--- src/rtl/lab1_pkg.sv ---
// rtl/lab1_pkg.sv - shared lab1 widths, select encodings and helpers
package lab1_pkg;

  // Byte width of the shared lab datapath
  localparam int LAB1_W = 8;

  // Route select encodings for the demux
  localparam logic SEL_X = 1'b0;
  localparam logic SEL_Y = 1'b1;

  // Width of the optional per-channel push counters
  localparam int LAB1_CNT_W = 8;

  // Increment that sticks at all-ones instead of wrapping
  function automatic logic [LAB1_CNT_W-1:0] sat_inc(input logic [LAB1_CNT_W-1:0] v);
    logic [LAB1_CNT_W-1:0] r;
    r = v;
    if (v != {LAB1_CNT_W{1'b1}}) begin
      r = v + 1'b1;
    end
    return r;
  endfunction

endpackage

--- src/rtl/lab1b_fifo.sv ---
// rtl/lab1b_fifo.sv - W x DEPTH synchronous FIFO with registered full flag and count
module lab1b_fifo
  import lab1_pkg::*;
#(
  parameter int W     = LAB1_W,
  parameter int DEPTH = 2
) (
  input  logic                       clk,
  input  logic                       rst_n,
  input  logic                       i_push,
  input  logic [W-1:0]               i_wdata,
  input  logic                       i_pop,
  output logic [W-1:0]               o_rdata,
  output logic                       o_full,
  output logic [$clog2(DEPTH):0]     o_count
);

  localparam int AW = $clog2(DEPTH);
  localparam logic [AW:0] CNT_FULL = (AW+1)'(DEPTH);

  logic [W-1:0]  r_mem [DEPTH];
  logic [AW-1:0] r_rd_ptr;
  logic [AW-1:0] r_wr_ptr;
  logic [AW:0]   r_count;
  logic          r_full;

  logic          w_do_push;
  logic          w_do_pop;
  logic [AW:0]   w_count_nxt;

  // Qualify requests: never write a full FIFO, never pop an empty one
  always_comb begin
    w_do_push   = i_push && !r_full;
    w_do_pop    = i_pop && (r_count != '0);
    w_count_nxt = r_count;
    case ({w_do_push, w_do_pop})
      2'b10:   w_count_nxt = r_count + 1'b1;
      2'b01:   w_count_nxt = r_count - 1'b1;
      default: w_count_nxt = r_count;
    endcase
  end

  // Pointers, occupancy and the registered full flag
  always_ff @(posedge clk or negedge rst_n) begin
    if (!rst_n) begin
      r_rd_ptr <= '0;
      r_wr_ptr <= '0;
      r_count  <= '0;
      r_full   <= 1'b0;
    end else begin
      if (w_do_push) begin
        r_wr_ptr <= r_wr_ptr + 1'b1;
      end
      if (w_do_pop) begin
        r_rd_ptr <= r_rd_ptr + 1'b1;
      end
      r_count <= w_count_nxt;
      r_full  <= (w_count_nxt == CNT_FULL);
    end
  end

  // Storage array; cleared on reset so the head reads zero out of reset
  always_ff @(posedge clk or negedge rst_n) begin
    if (!rst_n) begin
      for (int i = 0; i < DEPTH; i++) begin
        r_mem[i] <= '0;
      end
    end else if (w_do_push) begin
      r_mem[r_wr_ptr] <= i_wdata;
    end
  end

  assign o_rdata = r_mem[r_rd_ptr];
  assign o_full  = r_full;
  assign o_count = r_count;

endmodule

--- src/rtl/lab1b_demux_buf.sv ---
// rtl/lab1b_demux_buf.sv - 1-to-2 buffered demux; LAB1B_DEMUX_STATUS_EN adds push counters
module lab1b_demux_buf
  import lab1_pkg::*;
#(
  parameter int W     = LAB1_W,
  parameter int DEPTH = 2
) (
  input  logic                  clk,
  input  logic                  rst_n,
  input  logic [W-1:0]          m,
  input  logic                  s,
  input  logic                  m_valid,
  output logic                  m_ready,
  output logic [W-1:0]          x,
  output logic                  x_valid,
  input  logic                  x_ready,
  output logic [W-1:0]          y,
  output logic                  y_valid,
  input  logic                  y_ready
`ifdef LAB1B_DEMUX_STATUS_EN
  ,
  output logic [LAB1_CNT_W-1:0] x_cnt,
  output logic [LAB1_CNT_W-1:0] y_cnt
`endif
);

  localparam int AW = $clog2(DEPTH);

  logic        r_run;
  logic        w_x_full;
  logic        w_y_full;
  logic [AW:0] w_x_count;
  logic [AW:0] w_y_count;
  logic        w_accept;
  logic        w_push_x;
  logic        w_push_y;
  logic        w_pop_x;
  logic        w_pop_y;

  // Holds m_ready low through reset and opens it on the first edge after release
  always_ff @(posedge clk or negedge rst_n) begin
    if (!rst_n) begin
      r_run <= 1'b0;
    end else begin
      r_run <= 1'b1;
    end
  end

  // Route the accepted word; a full channel only blocks words aimed at it
  always_comb begin
    m_ready  = r_run && ((s == SEL_Y) ? !w_y_full : !w_x_full);
    w_accept = m_valid && m_ready;
    w_push_x = w_accept && (s == SEL_X);
    w_push_y = w_accept && (s == SEL_Y);
    x_valid  = (w_x_count != '0);
    y_valid  = (w_y_count != '0);
    w_pop_x  = x_valid && x_ready;
    w_pop_y  = y_valid && y_ready;
  end

  lab1b_fifo #(
    .W     (W),
    .DEPTH (DEPTH)
  ) u_fifo_x (
    .clk     (clk),
    .rst_n   (rst_n),
    .i_push  (w_push_x),
    .i_wdata (m),
    .i_pop   (w_pop_x),
    .o_rdata (x),
    .o_full  (w_x_full),
    .o_count (w_x_count)
  );

  lab1b_fifo #(
    .W     (W),
    .DEPTH (DEPTH)
  ) u_fifo_y (
    .clk     (clk),
    .rst_n   (rst_n),
    .i_push  (w_push_y),
    .i_wdata (m),
    .i_pop   (w_pop_y),
    .o_rdata (y),
    .o_full  (w_y_full),
    .o_count (w_y_count)
  );

`ifdef LAB1B_DEMUX_STATUS_EN
  logic [LAB1_CNT_W-1:0] r_x_cnt;
  logic [LAB1_CNT_W-1:0] r_y_cnt;

  // Saturating per-channel push counters, bumped on the push edge
  always_ff @(posedge clk or negedge rst_n) begin
    if (!rst_n) begin
      r_x_cnt <= '0;
      r_y_cnt <= '0;
    end else begin
      if (w_push_x) begin
        r_x_cnt <= sat_inc(r_x_cnt);
      end
      if (w_push_y) begin
        r_y_cnt <= sat_inc(r_y_cnt);
      end
    end
  end

  assign x_cnt = r_x_cnt;
  assign y_cnt = r_y_cnt;
`endif

endmodule

--- config.mk ---
export PLATFORM = sky130hd
export DESIGN_NAME = lab1b_demux_buf
export DESIGN_NICKNAME = d
export VERILOG_FILES = /design/src/rtl/lab1_pkg.sv /design/src/rtl/lab1b_fifo.sv /design/src/rtl/lab1b_demux_buf.sv
export SDC_FILE = /design/constraint.sdc
export NUM_CORES = 1
export LEC_CHECK = 0
export BUFFER_PORTS_ARGS = -buffer_cell sky130_fd_sc_hd__buf_2
export CAP_MARGIN = 20
export CORE_UTILIZATION = 55
export CTS_BUF_LIST = sky130_fd_sc_hd__clkbuf_16
export CTS_CLUSTER_DIAMETER = 40
export CTS_CLUSTER_SIZE = 40
export DETAILED_ROUTE_END_ITERATION = 8
export GPL_ROUTABILITY_DRIVEN = 0
export GPL_TIMING_DRIVEN = 1
export PLACE_DENSITY = 0.78
export SLEW_MARGIN = 0
export SYNTH_ARGS = -nofsm -noshare
export SYNTH_HDL_FRONTEND = slang
export SYNTH_SLANG_ARGS = --single-unit
--- constraint.sdc ---
create_clock -name clk -period 2.3 [get_ports clk]
set_clock_uncertainty 0.2 [all_clocks]
set_input_delay 0.46 -clock clk [delete_from_list [all_inputs] [get_ports clk]]
set_output_delay 0.46 -clock clk [all_outputs]
set_load 0.02 [all_outputs]
Word-level counts from Yosys, hierarchy flattened
Cells that the tools add are included.
{ "op_classes": {"addsub": 8, "magnitude_cmp": 6, "n_eq_ne": 6, "n_mux": 15, "n_bitwise": 5, "n_reduce_logical": 16} }
{ "ops": {"columns": ["cell", "count"], "rows": [
  ["8-bit two-way mux", 8],
  ["16-bit bitwise mux", 2],
  ["8-bit demux with 1-bit select", 2],
  ["1-bit logical AND", 12],
  ["2-bit equality test, second input constant", 4],
  ["2-bit greater-or-equal comparator, second input constant", 4],
  ["1-bit NOT with 2-bit output", 4],
  ["2-bit case mux with 2 select lines", 2],
  ["1-bit adder, second input constant", 4],
  ["2-bit by 1-bit adder with 2-bit output, second input constant", 2],
  ["2-bit by 1-bit equality test with 1-bit output, second input constant", 2],
  ["2-bit by 1-bit less-than comparator with 1-bit output, second input constant", 2],
  ["2-bit nonzero test", 2],
  ["2-bit by 1-bit subtractor with 2-bit output, second input constant", 2],
  ["1-bit logical NOT", 2],
  ["1-bit two-way mux", 1],
  ["1-bit NOT", 1]
]} }
{ "totals": {"reg_bits": 43, "output_inout_bits": 19} }

Depth between registers and ports, before layout
Gate-level depths: netlist (run 1).
{ "depth": {"word_depth": 9, "mapped_depth": 6, "depth_no_buf": 6} }

Cells and area by module
A second synthesis (run 1) with hierarchy kept.
{ "unflattened": {"hier_cells": 133, "area_unflattened_um2": 1959.4} }
{ "by_module_without_submodules": {"columns": ["mod", "n_inst", "cells_each", "area_per_inst_um2"], "rows": [
  ["lab1b_fifo at u_fifo_y", 1, 61, 933.4],
  ["lab1b_fifo at u_fifo_x", 1, 61, 929.6],
  ["lab1b_demux_buf", 1, 11, 96.3]
]} }

Least setup slack after synthesis (run 1)
No wires, ideal clock.
{ "synth_path": {"kind": "reg-to-reg", "startpoint": "register u_fifo_x.r_count[0] (netlist: u_fifo_x.o_count[0])", "endpoint": "register u_fifo_x.r_full (netlist: u_fifo_x.o_full)", "arrival_time_ns": 1.631, "slack_ns": 0.348, "path_stages_with_launch": 7, "n_path_buf": 0, "period_less_slack_ns": 1.952, "cell_sequence": "dfrtp_1 -> or2_2 -> and2_1 -> ha_1 -> nand3b_1 -> o21ai_0 -> a32o_1"} }
{ "synth_via": {"elab_chain_cells": 6} }
{ "synth_rtl": {"columns": ["item", "line_no", "rtl"], "rows": [
  ["start, declared", "lab1b_fifo.sv:24", "logic [AW:0] r_count;"],
  ["start signal, assigned", "lab1b_fifo.sv:57", "r_count <= w_count_nxt;"],
  ["2-bit nonzero test *", "lab1b_demux_buf.sv:55", "x_valid = (w_x_count != '0);"],
  ["net x_valid", "lab1b_demux_buf.sv:15", "output logic x_valid,"],
  ["1-bit logical AND", "lab1b_demux_buf.sv:57", "w_pop_x = x_valid && x_ready;"],
  ["1-bit logical AND *", "lab1b_fifo.sv:34", "w_do_pop = i_pop && (r_count != '0);"],
  ["net u_fifo_x.w_do_pop", "lab1b_fifo.sv:28", "logic w_do_pop;"],
  ["2-bit by 1-bit equality test with 1-bit output or 2-bit equality test (tied branches)", "lab1b_fifo.sv:36", "case ({w_do_push, w_do_pop})"],
  ["2-bit case mux with 2 select lines *", "lab1b_fifo.sv:36", null],
  ["2-bit equality test *", "lab1b_fifo.sv:58", "r_full <= (w_count_nxt == CNT_FULL);"],
  ["end signal, assigned", "lab1b_fifo.sv:58", null],
  ["end, declared", "lab1b_fifo.sv:25", "logic r_full;"]
]} }
Mark *: on every way through the listed nets, which the timed path passes. The rest lies on a longest branch.
A chain may end at the register's enable or synchronous reset.

Worst setup path after layout (run 1)
{ "layout_path": {"startpoint": "register u_fifo_y.r_rd_ptr", "endpoint": "output port y[5]"} }
{ "layout_via": {"elab_chain_cells": 4} }
{ "layout_rtl": {"columns": ["item", "line_no", "rtl"], "rows": [
  ["start, declared", "lab1b_fifo.sv:22", "logic [AW-1:0] r_rd_ptr;"],
  ["start signal, assigned", "lab1b_fifo.sv:55", "r_rd_ptr <= r_rd_ptr + 1'b1;"],
  ["1-bit NOT with 2-bit output (implied by the code)", "lab1b_fifo.sv:73", "assign o_rdata = r_mem[r_rd_ptr];"],
  ["8-bit two-way mux (implied by the code) (3 in a row)", "lab1b_fifo.sv:73", null],
  ["end, declared", "lab1b_demux_buf.sv:17", "output logic [W-1:0] y,"]
]} }
Every way passes these cells. The select of a mux whose other input is x is not followed.

==> results of run 1 <==
-- state kept, by name, indices dropped and copies added, names as in the netlist --
name / flops
u_fifo_y.o_full: 1
u_fifo_y.r_mem: 16
u_fifo_x.o_count: 2
u_fifo_x.o_full: 1
u_fifo_y.r_rd_ptr: 1
u_fifo_x.r_wr_ptr: 1
u_fifo_x.r_mem: 16
r_run: 1
u_fifo_y.r_wr_ptr: 1
u_fifo_y.o_count: 2
u_fifo_x.r_rd_ptr: 1
-- synth_stat cells --
cell | n | share of area
dfrtp_1 | 43 | 0.53
buf_6 | 2 | 0.011
nand3b_1 | 2 | 0.0074
nor2_2 | 2 | 0.0062
and2_1 | 2 | 0.0062
nor2_1 | 2 | 0.0037
clkbuf_1 | 2 | 0.0037
conb_1 | 1 | 0.0019
mux2i_1 | 1 | 0.0050
ha_1 | 2 | 0.012
mux2_2 | 32 | 0.18
or2_1 | 2 | 0.0062
nand4b_4 | 1 | 0.012
or2_2 | 2 | 0.0062
xnor2_1 | 6 | 0.026
nand2_1 | 2 | 0.0037
o21ai_0 | 2 | 0.0050
and2_2 | 1 | 0.0037
inv_1 | 4 | 0.0074
nand4bb_4 | 1 | 0.014
xor2_1 | 4 | 0.017
a32o_1 | 2 | 0.0099
mux2_4 | 16 | 0.12
-- how the worst min path moves through the flow --
stage                     slack (ns)   from  cells after the start                  to
after CTS                       0.26   m[7]                      2   u_fifo_y.r_mem[7]
final                           0.26   m[7]                      2   u_fifo_y.r_mem[7]
after global routing            0.26   m[1]                      2   u_fifo_x.r_mem[1]
after detailed placement        0.25  rst_n                      2  u_fifo_x.r_mem[10]
after floorplan                -0.04  rst_n                      0               r_run
after global placement          0.25  rst_n                      2  u_fifo_x.r_mem[10]
-- cells by family (layout without fill, tap and decap cells) --
logic type / count (synthesis) / count (layout)
adders and majority gates: 2 / 2
xor gates and xnor gates: 10 / 10
AOI/OAI and AO/OA: 4 / 4
buffers and inverters: 8 / 46
DFF: 43 / 43
muxes: 49 / 49
other: 1 / 1
and+or+nand+nor: 17 / 17
-- power by group --
part           switching [mW]  leakage (nW)  internal, mW
clock network           0.291        0.0664         0.405
logic                   0.686         0.560         0.826
registers               0.315         0.518          1.13
total                    1.29          1.14          2.36
-- stage by stage --
stage / setup WS, ns / cells
detailed placement: 0.312 / 209
CTS: 0.178 / 218
floorplan: 0.348 / 134
global route: 0.128 / 218
global placement: 0.374 / 209
finish: 0.169 / 218
-- area by class of cell --
cell class / count / area share
clock buffer: 5 / 0.0525
timing repair buffer: 34 / 0.0798
tap: 46 / 0.0241
clock inverter: 3 / 0.00997
multi-input combinational: 83 / 0.376
sequential: 43 / 0.451
inverter: 4 / 0.00630
-- per-layer routing --
layer	vias up	global-route usage	share of wire
li1	541	-	-
met1	564	0.267	0.44
met2	34	0.374	0.50
met3	6	0.0602	0.049
met4	0	0.0698	0.013
met5	-	0	0
==> flow_metrics.tcl, run 1 <==
set metrics [dict create \
    outcome "complete, no violations" \
    drive_gt1_frac 0.558 \
    grt_pass1_wl_um 6470 \
    globalRouteOverflowTotal 0 \
    crit_start "u_fifo_y.r_rd_ptr" \
    row_count 21 \
    num_antenna_cells 0 \
    dr.first_iter.drc_count 30 \
    p_leak_nw 1.14 \
    cp.arrival_ns 1.47 \
    antenna_found_initial 0 \
    synth-seq-area-share 0.533 \
    cts_tree "yes" \
    io_buffer_count 32 \
    dieArea_sq_mm 0.00391 \
    cts_sinks 43 \
    final_nets 187 \
    synth.area.mux_share 0.303 \
    drt-pass1-iter-count 4 \
    grt_max_degree 44 \
    path_cells "mux2_2, buf_2" \
    relSlewSlack 0.651 \
    synth_xor_area_frac 0.0434 \
    fmaxAchievable_mhz 469 \
    power_mw 3.65 \
    post-dp-hpwl_um 2530 \
    fillers 251 \
    htreeDepth 2 \
    cts_buffer_depth 2 \
    min_path_type "in2reg" \
    avgViaCountPerCell 5.25 \
    worst_pin_slew_ns 0.523 \
    synth_top_family_by_area "multiplexers" \
    cp-start-kind "register" \
    hold_viol 0 \
    mappedNetlistNets 150 \
    post_cts_buffers 0 \
    syn_avg_cell_area_sq_um 15.1 \
    final_common_cell "dfrtp_1" \
    crit_fanout 9 \
    coreArea_sq_mm 0.00342 \
    syn2layout_area_growth_pct 18.2 \
    whs_ns 0.259 \
    num_vias 1145 \
    slew_violations 0 \
    synth_cell_types 23 \
    die_x_um 62.6 \
    wl_per_cell_um 17.1 \
    synthSimpleGateAreaFrac 0.0689 \
    rr_worst_depth 6 \
    period_minus_slack_ns 2.13 \
    final_cell_mix "43 x dfrtp_1, 32 x mux2_2, 32 x buf_2" \
    crit_buf_inv 1 \
    clk_pin_slew_ns 0.06 \
    cp_top_family "flip-flops" \
    ant_nets 0 \
    synth_compound_area_frac 0.0149 \
    drc_errors 0 \
    regToRegSetupSlack_ns 0.31 \
    yosysWarnings 0 \
    period_share 0.926 \
    clock_latency_ns 0.28 \
    die_h_um 62.6 \
    cts_root_buf "clkbuf_16" \
    rsz0062_at_grt "no" \
    ir_worst_vdd_mv 0.947 \
    design_area_sq_mm 0.00238 \
    drv_cap 0 \
    wirelength_um 3740 \
    synthCells 134 \
    setup_viol 0 \
    regArea_sq_mm 0.00108 \
    syn_area_sq_mm 0.00202 \
    cp-end-kind "output pin" \
    synthAdderAreaFrac 0.0124 \
    grt_use_total 0.219 \
    worstSetupPathDepth 2 \
    io_pins 33 \
    numCtsBuffers 5 \
    start_util 0.590 \
    placed_area_sq_mm 0.00222 \
    post_cts_resized 0 \
    ys_ff_latch 43 \
    timing.rr.start "u_fifo_x.o_count[0]" \
    crit_required_ns 1.64 \
    first_global_vias 1302 \
    critPathKind "reg2out" \
    critPathSlowestCell "dfrtp_1" \
    tns_ns 0 \
    crit_path_end "y[5]" \
    reg2reg_to "u_fifo_x.o_full" \
    slowest_delay_ns 0.62 \
    final_util 0.698 \
    power.density_mw_per_mm2 1530 \
    multi_input_area_sq_um 896 \
    cts_hold_buffers 1 \
]
Power figures use the tool's default switching activity.
==> run 2: changes to the inputs <==
--- a/config.mk
+++ b/config.mk
@@ -5,16 +5,15 @@
 export SDC_FILE = /design/constraint.sdc
 export NUM_CORES = 1
 export LEC_CHECK = 0
+export ABC_AREA = 1
 export BUFFER_PORTS_ARGS = -buffer_cell sky130_fd_sc_hd__buf_2
 export CAP_MARGIN = 20
-export CORE_UTILIZATION = 55
+export CORE_UTILIZATION = 36
 export CTS_BUF_LIST = sky130_fd_sc_hd__clkbuf_16
 export CTS_CLUSTER_DIAMETER = 40
 export CTS_CLUSTER_SIZE = 40
 export DETAILED_ROUTE_END_ITERATION = 8
-export GPL_ROUTABILITY_DRIVEN = 0
 export GPL_TIMING_DRIVEN = 1
-export PLACE_DENSITY = 0.78
 export SLEW_MARGIN = 0
 export SYNTH_ARGS = -nofsm -noshare
 export SYNTH_HDL_FRONTEND = slang
==> run 2 against run 1 <==
Compared with the run above: clock power is 12% higher; worst setup slack better by 0.24 ns; combinational power is 8% lower; largest power group unchanged; area after synthesis is 1.1% lower; critical path type unchanged.
==> flow_metrics.tcl, run 2 <==
set metrics [dict create \
    outcome "complete, no violations" \
    cts_root_buf "clkbuf_16" \
    critPathKind "reg2out" \
    period_share 0.821 \
    wl_per_cell_um 11.2 \
    final_cell_mix "129 x nand2_1, 43 x dfrtp_1, 32 x buf_2" \
    io_pins 33 \
    drt-pass1-iter-count 4 \
    mappedNetlistNets 256 \
    clock_latency_ns 0.28 \
    grt_use_total 0.154 \
    fmaxAchievable_mhz 530 \
    slew_violations 0 \
    crit_fanout 9 \
    p_leak_nw 1.36 \
    globalRouteOverflowTotal 0 \
    ant_nets 0 \
    dieArea_sq_mm 0.00585 \
    avgViaCountPerCell 4.43 \
    placed_area_sq_mm 0.00225 \
    design_area_sq_mm 0.00242 \
    synth_cell_types 19 \
    crit_top_cell "nand2_1" \
    wirelength_um 3910 \
    synthArstFlopShare 1.00 \
    synthTopCellsByArea "dfrtp_1 54%, nand2_1 24%, inv_1 4.1%" \
    synthFlopType "dfrtp_1" \
    yosysWarnings 0 \
    whs_ns 0.219 \
    numCtsBuffers 5 \
    final_common_cell "nand2_1" \
    cts_sinks 43 \
    tns_ns 0 \
    die_h_um 76.5 \
    first_global_vias 1537 \
    drv_cap 0 \
    power.density_mw_per_mm2 1440 \
    grt_max_degree 24 \
    slowest_delay_ns 0.34 \
    post_cts_buffers 0 \
    rsz0062_at_grt "no" \
    antenna_found_initial 0 \
    synth-seq-area-share 0.539 \
    post-dp-hpwl_um 2830 \
    io_buffer_count 32 \
    synth.top_cell.area_share 0.539 \
    ir_worst_vdd_mv 0.615 \
    cts_buffer_depth 2 \
    coreArea_sq_mm 0.00524 \
    period_minus_slack_ns 1.89 \
    cp-end-kind "output pin" \
    netlist.top_cell.by_area "dfrtp_1" \
    final_util 0.462 \
    final_nets 295 \
    grt_pass1_wl_um 6950 \
    cts_tree "yes" \
    die_x_um 76.5 \
    syn2layout_area_growth_pct 21.3 \
    biggestRegsByFlops "u_fifo_x.r_mem (16), u_fifo_y.r_mem (16)" \
    synth_enable_flop_cells 0 \
    hold_viol 0 \
    htreeDepth 2 \
    drive_gt1_frac 0.182 \
    setup_viol 0 \
    path_cells "clkinv_1, nand2_1, nand2_1, buf_2" \
    gp_congestion 0.685 \
    num_vias 1552 \
    synthTopCellsByCount "129 x nand2_1, 43 x dfrtp_1, 22 x inv_1" \
    fillers 516 \
    clk_pin_slew_ns 0.06 \
    row_count 26 \
    syn_area_sq_mm 0.00200 \
    ys_ff_latch 43 \
    cp-start-kind "register" \
    synthCells 240 \
    post-synth-top-count-cell "nand2_1" \
    min_path_type "in2reg" \
    syn_avg_cell_area_sq_um 8.32 \
    start_util 0.381 \
    num_antenna_cells 0 \
    crit_required_ns 1.64 \
    cp.arrival_ns 1.23 \
    drc_errors 0 \
    power_mw 3.50 \
    critPathSlowestCell "dfrtp_1" \
    dr.first_iter.drc_count 78 \
]
==> run 2: cell types whose count changed after synthesis, sizes merged, moves of 3 or more <==
cell,delta
or2,-4
o21ai,+14
nand4,+5
nand2,+129
xnor2,-4
mux2,-48
and2,-3
inv,+19
nand3,+3
==> run 2: layout make-up <==
class                      count  area (sq um)  share of cell area
inverter                      25          93.8              0.0388
clock inverter                 3          38.8              0.0160
clock buffer                   5           125              0.0517
multi-input combinational    168           793               0.328
tap                           70          87.6              0.0362
timing repair buffer          36           205              0.0848
sequential                    43          1080               0.445
==> run 2: critical path, delay by kind of cell (launching register included) <==
kind,cells,cell delay [ns]
buf+inv,2,0.40
flops,1,0.34
simple gates,2,0.21
==> run 2: kinds of logic (layout without fill, tap and decap cells) <==
logic type	count (synthesis)	count (layout)	share of synthesized area
AND/OR/NAND/NOR	142	142	0.317
flip-flops	43	43	0.539
buffers and inverters	29	69	0.0633
AO/OA/AOI/OAI	19	19	0.0489
XOR/XNOR	4	4	0.0176
adder cells (fa/ha/maj)	2	2	0.0125
other	1	1	0.00188
==> run 2: worst paths after layout <==
kind	startpoint	endpoint	slack, ns	cells after the start
worst max-delay path	u_fifo_y.r_rd_ptr	y[5]	0.41	4
worst min-delay path	m[6]	u_fifo_y.r_mem[6]	0.22	3
worst min register to register	u_fifo_y.r_mem[2]	u_fifo_y.r_mem[2]	0.27	2
worst max register to register	r_run	u_fifo_y.o_full	0.57	5
min in group asynchronous	rst_n	u_fifo_y.r_mem[11]	0.47	2
max in group asynchronous	rst_n	u_fifo_x.r_mem[13]	0.95	3
==> run 2: layer usage <==
metal / part of all wire / GRT usage
met1: 0.46 / 0.190
met2: 0.47 / 0.255
met3: 0.052 / 0.0359
met4: 0.020 / 0.0692
met5: 0 / 0
==> run 2: timing repair <==
action	4_1_cts	5_1_grt
hold endpoints to repair	20	0
hold buffers	1	0
resized for setup	0	0
==> run 2: stage by stage <==
| step | worst slack, ns | cells |
|---|---|---|
| floorplan | 0.638 | 240 |
| global placement | 0.461 | 341 |
| detailed placement | 0.442 | 341 |
| CTS | 0.395 | 350 |
| global route | 0.323 | 350 |
| finish | 0.413 | 350 |
==> run 2: power breakdown <==
part / leakage [nW] / switching [mW] / internal [mW]
Sequential: 0.534 / 0.210 / 1.12
Combinational: 0.747 / 0.901 / 0.492
Clock: 0.0812 / 0.271 / 0.506
==> run 3: changes to the inputs <==
==> constraint.sdc (replaced) <==
create_clock -name clk -period 1.65 [get_ports clk]
set_clock_uncertainty 0.2 [all_clocks]
set_input_delay 0.33 -clock clk [delete_from_list [all_inputs] [get_ports clk]]
set_output_delay 0.33 -clock clk [all_outputs]
set_load 0.02 [all_outputs]
==> run 3 against run 2 <==
Compared with the run above: the flow now finishes with violations (negative setup slack); worst setup slack got worse by 0.42 ns; non-clock buffer count is 8 higher; cell area increased by 12%; flip-flop and latch count stayed put; power up 59%; global-route usage barely moved; register-to-register slack got worse by 0.48 ns; critical endpoint is now y[4].
==> flow_metrics.tcl, run 3 (synthesis results as in run 2) <==
set metrics [dict create \
    setup_viol 3 \
    dpl.cell_count 346 \
    wl_per_cell_um 11.7 \
    io_pins 33 \
    grt_max_degree 44 \
    htreeDepth 2 \
    critPathSlowestCell "dfrtp_1" \
    cp-start-kind "register" \
    period_share 1.00 \
    avgViaCountPerCell 4.57 \
    cts_sinks 43 \
    clk_pin_slew_ns 0.06 \
    multi_input_area_sq_um 918 \
    crit_required_ns 1.12 \
    num_vias 1635 \
    numCtsBuffers 5 \
    grt_pass1_wl_um 7040 \
    power_frac_clock 0.166 \
    ant_nets 0 \
    dieArea_sq_mm 0.00585 \
    drt-pass1-iter-count 4 \
    cts_tree "yes" \
    start_util 0.381 \
    tns_ns -0.0127 \
    fillers 518 \
    critPathKind "reg2out" \
    drive_gt1_frac 0.347 \
    power.density_mw_per_mm2 2060 \
    post-dp-hpwl_um 2790 \
    ir_worst_vdd_mv 1.00 \
    p_leak_nw 1.44 \
    wirelength_um 4190 \
    rsz0062_at_grt "yes" \
    layoutNonFillerInstCount 358 \
    final_util 0.516 \
    final_nets 303 \
    period_minus_slack_ns 1.66 \
    pwr-share-comb 0.491 \
    hold_depth 3 \
    path_cells "buf_6, nand2_2, nand2_2, buf_6" \
    die_h_um 76.5 \
    biggestRegsByFlops "u_fifo_x.r_mem (16), u_fifo_y.r_mem (16)" \
    rr_worst_depth 9 \
    io_buffer_count 32 \
    crit_fanout 8 \
    power_mw 5.56 \
    num_antenna_cells 0 \
    final_cell_mix "97 x nand2_1, 43 x dfrtp_1, 32 x nand2_2" \
    violations "negative setup slack" \
    coreArea_sq_mm 0.00524 \
    cts_buffer_depth 2 \
    hold_viol 0 \
    drc_errors 0 \
    slowest_delay_ns 0.42 \
    gp_congestion 0.721 \
    die_x_um 76.5 \
    power_frac_seq 0.343 \
    fmaxAchievable_mhz 604 \
    cp-end-kind "output pin" \
    slew_violations 0 \
    regToRegSetupSlack_ns 0.09 \
    row_count 26 \
    cts_root_buf "clkbuf_16" \
    regArea_sq_mm 0.00108 \
    final_common_cell "nand2_1" \
    first_global_vias 1550 \
    dr.first_iter.drc_count 66 \
    worst_slack_ns -0.00616 \
    p_sw_frac 0.400 \
    syn2layout_area_growth_pct 35.3 \
    clock_latency_ns 0.28 \
    cp.arrival_ns 1.13 \
    power_switching_mw 2.22 \
    globalRouteOverflowTotal 0 \
    antenna_found_initial 0 \
    min_path_type "in2reg" \
    grt_use_total 0.154 \
    drv_cap 0 \
    outcome "finished, violations left" \
    power.internal_mw 3.33 \
]
## run 3: path summary, 6_finish.rpt
kind,from,to
min in group asynchronous,rst_n,u_fifo_y.o_count[0]
max,u_fifo_y.r_rd_ptr,y[4]
max reg2reg,u_fifo_y.o_count[0],u_fifo_y.o_full
min reg2reg,u_fifo_y.r_mem[13],u_fifo_y.r_mem[13]
max in group asynchronous,rst_n,u_fifo_y.r_mem[8]
min,m[4],u_fifo_y.r_mem[4]
## run 3: timing repair
item | CTS | global route
setup buffers | 0 | 4
hold endpoints to repair | 43 | 0
endpoints found under the setup margin | 17 | 21
hold buffers | 1 | 0
gates resized for setup | 23 | 55
pin swaps | 0 | 22
## run 3: power by group through the flow
stage	Clock, mW	Combinational [mW]	Sequential [mW]
6_report	0.920	2.73	1.91
3_3_place_gp	0	2.01	1.84
5_1_grt	0.993	3.02	1.95
3_5_place_dp	0	2.04	1.86
2_1_floorplan	0	1.44	1.80
4_1_cts	0.947	2.25	1.86
## run 3: routing by layer
layer / vias up / track usage / wire (um)
li1: 822 / - / -
met1: 777 / 0.196 / 1940
met2: 31 / 0.251 / 2010
met3: 5 / 0.0407 / 181
met4: 0 / 0.0519 / 55
met5: - / 0 / 0
## run 3: stage by stage
stage               setup WS (ns)  cell area [sq um]  hold WS, ns
finish                   -0.00616               2700       0.0950
global route              -0.0384               2700        0.109
CTS                       -0.0390               2500       0.0907
detailed placement         0.0155               2290        0.128
global placement           0.0544               2290        0.124
floorplan                  0.0465               2000       -0.166
## run 3: critical path: cells and delay by family, from the launching register on
| kind | cells | cell delay, ns |
|---|---|---|
| buffers and inverters | 2 | 0.29 |
| flip-flops | 1 | 0.42 |
| AND/OR/NAND/NOR | 2 | 0.13 |
## run 3: area by class of cell
class / instances / share of cell area
sequential: 43 / 0.399
multi-input combinational: 168 / 0.340
timing repair buffer: 44 / 0.140
clock buffer: 5 / 0.0463
inverter: 25 / 0.0375
tap: 70 / 0.0324
clock inverter: 3 / 0.00463
